==> config.mk <==
export PLATFORM = sky130hd
export DESIGN_NAME = bus_reg_seq
export DESIGN_NICKNAME = d
export VERILOG_FILES = /design/src/rtl/bus_reg_seq.sv
export SDC_FILE = /design/constraint.sdc
export NUM_CORES = 1
export LEC_CHECK = 0
export CAP_MARGIN = 20
export CORE_MARGIN = 4
export CORE_UTILIZATION = 45
export DETAILED_ROUTE_END_ITERATION = 10
export PLACE_DENSITY = 0.69
export SLEW_MARGIN = 10
export SYNTH_ARGS = -nofsm -noshare
export SYNTH_HDL_FRONTEND = slang
export SYNTH_SLANG_ARGS = --single-unit
==> constraint.sdc <==
create_clock -name clk -period 5.53 [get_ports clk]
set_input_delay 1.659 -clock clk [delete_from_list [all_inputs] [get_ports clk]]
set_output_delay 1.659 -clock clk [all_outputs]
set_load 0.05 [all_outputs]
==> src/rtl/bus_reg_seq.sv <==
// bus_reg_seq: a chain of NREG registers sharing one internal bus.
// A sequencer moves one word per clock, tail first, so the chain behaves as a
// bus-sequenced delay/staging line between a ready/valid producer and consumer.
// In rotate mode the tail word is parked in a hold register and fed back into
// the head, so the chain recirculates instead of draining.
module bus_reg_seq #(
    parameter int WIDTH = 4,
    parameter int NREG  = 3
) (
    input  logic                  clk,
    input  logic                  rst,
    input  logic                  en,
    input  logic                  mode,
    input  logic                  in_valid,
    output logic                  in_ready,
    input  logic [WIDTH-1:0]      data_in,
    output logic                  out_valid,
    input  logic                  out_ready,
    output logic [WIDTH-1:0]      data_out,
    output logic [1:0]            state,
    output logic [NREG*WIDTH-1:0] regs
);

    // The MOVE pointer only ever holds values 1..NREG-1.
    localparam int PTR_W = (NREG > 2) ? $clog2(NREG) : 1;
    localparam logic [PTR_W-1:0] PTR_TOP = PTR_W'(NREG - 1);
    localparam logic [PTR_W-1:0] PTR_ONE = PTR_W'(1);

    typedef enum logic [1:0] {
        IDLE  = 2'd0,
        DRAIN = 2'd1,
        MOVE  = 2'd2,
        LOAD  = 2'd3
    } state_t;

    state_t           r_state;
    state_t           w_stateNext;
    logic [PTR_W-1:0] r_ptr;
    logic [PTR_W-1:0] w_ptrNext;
    logic             r_modeLatched;
    logic             w_modeNext;

    logic [WIDTH-1:0] r_regs [NREG];
    logic [NREG-1:0]  r_vld;
    logic [WIDTH-1:0] r_hold;
    logic             r_holdVld;
    logic [WIDTH-1:0] r_dataOut;
    logic             r_outValid;

    logic [WIDTH-1:0] w_bus;
    logic             w_busVld;
    logic [PTR_W-1:0] w_srcIdx;
    logic [WIDTH-1:0] w_tail;
    logic             w_tailVld;
    logic             w_stall;
    logic             w_drainLoad;
    logic             w_drainHold;
    logic             w_consume;

    assign w_srcIdx  = r_ptr - PTR_ONE;
    assign w_tail    = r_regs[NREG-1];
    assign w_tailVld = r_vld[NREG-1];

    // A shift-mode DRAIN must wait while the previous output word is still
    // unconsumed; otherwise it would overwrite data_out and lose a word.
    assign w_stall     = (r_state == DRAIN) && !r_modeLatched && w_tailVld
                         && r_outValid && !out_ready;
    assign w_drainLoad = (r_state == DRAIN) && !r_modeLatched && w_tailVld && !w_stall;
    assign w_drainHold = (r_state == DRAIN) && r_modeLatched;
    assign w_consume   = r_outValid && out_ready;

    // State register: FSM state, MOVE pointer and the per-round mode latch.
    always_ff @(posedge clk) begin
        if (rst) begin
            r_state       <= IDLE;
            r_ptr         <= PTR_TOP;
            r_modeLatched <= 1'b0;
        end else begin
            r_state       <= w_stateNext;
            r_ptr         <= w_ptrNext;
            r_modeLatched <= w_modeNext;
        end
    end

    // Next-state logic: mode is captured only when a round starts, en only in IDLE and at LOAD.
    always_comb begin
        w_stateNext = r_state;
        w_ptrNext   = r_ptr;
        w_modeNext  = r_modeLatched;
        case (r_state)
            IDLE: begin
                if (en) begin
                    w_stateNext = DRAIN;
                    w_modeNext  = mode;
                end
            end
            DRAIN: begin
                if (!w_stall) begin
                    w_stateNext = MOVE;
                    w_ptrNext   = PTR_TOP;
                end
            end
            MOVE: begin
                if (r_ptr == PTR_ONE) begin
                    w_stateNext = LOAD;
                end else begin
                    w_ptrNext = r_ptr - PTR_ONE;
                end
            end
            LOAD: begin
                if (en) begin
                    w_stateNext = DRAIN;
                    w_modeNext  = mode;
                end else begin
                    w_stateNext = IDLE;
                end
            end
            default: begin
                w_stateNext = IDLE;
            end
        endcase
    end

    // Output decode: selects the single bus source for the current state and drives in_ready.
    always_comb begin
        in_ready = 1'b0;
        w_bus    = '0;
        w_busVld = 1'b0;
        case (r_state)
            DRAIN: begin
                w_bus    = w_tail;
                w_busVld = w_tailVld;
            end
            MOVE: begin
                w_bus    = r_regs[w_srcIdx];
                w_busVld = r_vld[w_srcIdx];
            end
            LOAD: begin
                if (r_modeLatched) begin
                    w_bus    = r_hold;
                    w_busVld = r_holdVld;
                end else begin
                    in_ready = 1'b1;
                    w_bus    = data_in;
                    w_busVld = in_valid;
                end
            end
            default: begin
                w_bus    = '0;
                w_busVld = 1'b0;
            end
        endcase
    end

    // Chain registers: MOVE writes Reg[k] from the bus, LOAD writes Reg[0]; a stall freezes everything.
    always_ff @(posedge clk) begin
        if (rst) begin
            for (int k = 0; k < NREG; k++) begin
                r_regs[k] <= '0;
            end
            r_vld <= '0;
        end else if (r_state == MOVE) begin
            r_regs[r_ptr] <= w_bus;
            r_vld[r_ptr]  <= w_busVld;
        end else if (r_state == LOAD) begin
            r_regs[0] <= w_bus;
            r_vld[0]  <= w_busVld;
        end
    end

    // Rotate-hold register: parks the tail word during a rotate-mode DRAIN until LOAD.
    always_ff @(posedge clk) begin
        if (rst) begin
            r_hold    <= '0;
            r_holdVld <= 1'b0;
        end else if (w_drainHold) begin
            r_hold    <= w_bus;
            r_holdVld <= w_busVld;
        end
    end

    // Output register: a consumed word clears out_valid, but a new DRAIN word takes priority.
    always_ff @(posedge clk) begin
        if (rst) begin
            r_dataOut  <= '0;
            r_outValid <= 1'b0;
        end else if (w_drainLoad) begin
            r_dataOut  <= w_bus;
            r_outValid <= 1'b1;
        end else if (w_consume) begin
            r_outValid <= 1'b0;
        end
    end

    assign data_out  = r_dataOut;
    assign out_valid = r_outValid;
    assign state     = r_state;

    for (genvar k = 0; k < NREG; k++) begin : g_tap
        assign regs[k*WIDTH +: WIDTH] = r_regs[k];
    end

endmodule

==> flow_metrics.tcl <==
set metrics [dict create \
    post-cts-setup-buffers 0 \
    cts.path.max_buffers 2 \
    outcome "complete, no violations" \
    critPathMaxStageDelay_ns 0.82 \
    clk_latency_ns 0.30 \
    drtIter0Drc 101 \
    cpMaxStageDelayCell "clkdlybuf4s50_1" \
    min-delay-start "data_out[1]$_SDFFE_PP0P_" \
    diodes 0 \
    hold_depth 2 \
    synth.cell_area_um2 1840 \
    swShare 0.386 \
    antenna_found_initial 0 \
    crit_fanout 6 \
    synthCells 189 \
    setup_viol 0 \
    hold_path_end "data_out[1]$_SDFFE_PP0P_" \
    min_period_over_period 0.666 \
    routedWlPerCell_um 17.0 \
    synthArstFlopShare 0 \
    cts.clk_slew.worst_paths_ns 0.07 \
    start_kind "register" \
    synthFlopType "dfxtp_1" \
    drc_errors 0 \
    dieArea_um2 5160 \
    cts_inserted_buffers 5 \
    cts_tree "yes" \
    fin_setup_tns_ns 0 \
    synth_edf_count 16 \
    avgViaCountPerCell 5.62 \
    period_minus_slack_ns 3.68 \
    intPower_mw 0.547 \
    cap_violations 0 \
    cts_sinks 34 \
    vias 1500 \
    rows 22 \
    clockRootBuffer "clkbuf_8" \
    grt_usage 0.186 \
    grt_overflow 0 \
    power.leakage_nw 0.895 \
    die_w_um 71.9 \
    crit_chain "ha_1, inv_1, nor2_1, clkdlybuf4s50_1" \
    worst_clock_skew_ns 0.00961 \
    critPathRequiredTime_ns 3.87 \
    rsz0062_at_grt "no" \
    combPwrFrac 0.377 \
    port_buffers 29 \
    ios 30 \
    syn_avg_cell_area_um2 9.71 \
    slew_headroom 0.511 \
    crit_type "reg -> out" \
    p_total_mw 0.892 \
    fp.dieH_um 71.9 \
    r2r_cells 6 \
    coreArea_um2 3800 \
    synth_fp_nets 208 \
    power.density_nw_per_um2 396 \
    ctsHoldBuffers 0 \
    hold_path_class "reg -> reg" \
    reg2reg_to "r_regs[2][2]$_SDFFCE_PN0P_" \
    yosysSeqAreaShare 0.458 \
    yosys_warnings 0 \
    power_frac_clock 0.259 \
    dp_hpwl_um 3440 \
    worstPathArrival_ns 2.02 \
    drt.antenna.violating_nets 0 \
    yosysUniqueCellTypes 34 \
    htree_levels 2 \
    drv_slew 0 \
    cts_resized 0 \
    gp_congestion 0.872 \
    start_util 0.483 \
    drive_gt1_frac 0.0639 \
    p_seq_frac 0.364 \
    nets 237 \
    first_global_vias 1505 \
    wl_um 4540 \
    tightest_slew_ns 0.733 \
    grt_pass1_wl_um 7310 \
    worstReg2RegStart "r_ptr[0]$_SDFFE_PP0P_" \
    switchingPower_mw 0.345 \
    grt_start_max_net_pins 17 \
    hold_violations 0 \
    ff2ff_setup_slack_ns 2.79 \
    end_kind "output port" \
    max_freq_mhz 272 \
    fillers 323 \
    syn2layout_area_growth_pct 22.6 \
    irDropWorstVdd_mv 0.167 \
    firstDrtPassIters 5 \
    ys_seq_elements 34 \
]
## kinds of logic after synthesis
kind of cell,synth area share
flip-flops,0.458
buffers and inverters,0.0600
multiplexers,0.110
AO/OA/AOI/OAI,0.138
AND/OR/NAND/NOR,0.172
adder cells (fa/ha/maj),0.0614
## cell usage after synthesis, types with 3 or more instances
| cell type | n | area, um2 |
|---|---|---|
| a211oi_1 | 5 | 37.5 |
| dfxtp_1 | 18 | 360 |
| edfxtp_1 | 16 | 480 |
| ha_1 | 9 | 113 |
| inv_1 | 15 | 56.3 |
| mux2i_1 | 19 | 190 |
| nand2_1 | 20 | 75.1 |
| nand2b_1 | 4 | 25.0 |
| nand3_1 | 8 | 40.0 |
| nor2_1 | 23 | 86.3 |
| nor3b_1 | 4 | 30.0 |
| o21ai_0 | 13 | 65.1 |
| o21ai_1 | 3 | 15.0 |
| o22ai_1 | 5 | 31.3 |
| o32ai_1 | 4 | 35.0 |
## sequential cells by signal, indices dropped and copies added, names as in the netlist
register       cells
data_out           4
r_modeLatched      1
r_vld              3
r_holdVld          1
state              2
r_regs            16
r_ptr              2
r_hold             4
out_valid          1
## critical path: cells and delay by family, from the launching register on
| kind | cells | cell delay [ns] |
|---|---|---|
| fa+ha+maj | 1 | 0.23 |
| buf+inv | 2 | 0.95 |
| flops | 1 | 0.42 |
| simple gates | 1 | 0.13 |
## stage by stage
| step | instance area, um2 | std cells | util | hold WS [ns] | setup WS (ns) |
|---|---|---|---|---|---|
| 6_report | 2250 | 267 | 0.592 | 0.483 | 1.85 |
| 5_1_grt | 2250 | 267 | 0.592 | 0.513 | 1.72 |
| 4_1_cts | 2250 | 267 | 0.592 | 0.487 | 1.82 |
| 3_5_place_dp | 2140 | 259 | 0.562 | 0.478 | 1.74 |
| 3_3_place_gp | 2140 | 259 | 0.562 | 0.461 | 1.83 |
| 2_1_floorplan | 1840 | 189 | - | 0.444 | 2.15 |
## final cells by class
| cell class | count | area [um2] | area share |
|---|---|---|---|
| Inverter | 16 | 60.1 | 0.0267 |
| Clock buffer | 5 | 68.8 | 0.0306 |
| Sequential cell | 34 | 841 | 0.374 |
| Tap cell | 48 | 60.1 | 0.0267 |
| Clock inverter | 3 | 45.0 | 0.0200 |
| Timing Repair Buffer | 29 | 290 | 0.129 |
| Multi-Input combinational cell | 132 | 885 | 0.393 |
## metal layers
| layer | track usage | routed length, um | up-vias |
|---|---|---|---|
| met3 | 0.0533 | 355 | 10 |
| met1 | 0.231 | 1890 | 708 |
| met2 | 0.298 | 2210 | 59 |
| met4 | 0.0835 | 78 | 0 |
| met5 | 0 | 0 | - |
| li1 | - | - | 723 |
## worst max path at each step
stage                     depth (start not counted)  slack, ns                    endpoint                   from
after floorplan                                   3       2.15                    in_ready  state[1]$_SDFFE_PP0P_
after global placement                            4       1.83  r_regs[0][3]$_SDFFCE_PN0P_                    rst
after detailed placement                          4       1.74  r_regs[0][1]$_SDFFCE_PN0P_                    rst
after CTS                                         4       1.82                    in_ready  state[1]$_SDFFE_PP0P_
after global routing                              4       1.72                    in_ready  state[1]$_SDFFE_PP0P_
final                                             4       1.85                    in_ready  state[1]$_SDFFE_PP0P_
## power by group through the flow
stage | registers (mW) | clock network (mW) | logic, mW
2_1_floorplan | 0.357 | 0 | 0.224
3_3_place_gp | 0.328 | 0 | 0.320
3_5_place_dp | 0.329 | 0 | 0.330
4_1_cts | 0.324 | 0.232 | 0.332
5_1_grt | 0.329 | 0.245 | 0.360
6_report | 0.324 | 0.231 | 0.336
## cells in the final DEF (no fill, tap or decap), drive strengths merged
master	count
edfxtp	16
bufinv	1
o32ai	4
inv	15
dfxtp	18
o311ai	1
nor2b	2
or3	1
nor3	1
a32oi	1
a32o	1
clkbuf	5
clkinv	1
o22ai	5
ha	9
o21ai	16
and3	1
mux2	1
o21a	1
a211oi	5
nor2	24
nand2b	4
nand2	21
nor3b	5
clkdlybuf4s50	29
mux2i	19
a31oi	1
nand3	8
clkinvlp	2
a21boi	1
Note: power is estimated with default switching activity, not from simulation.
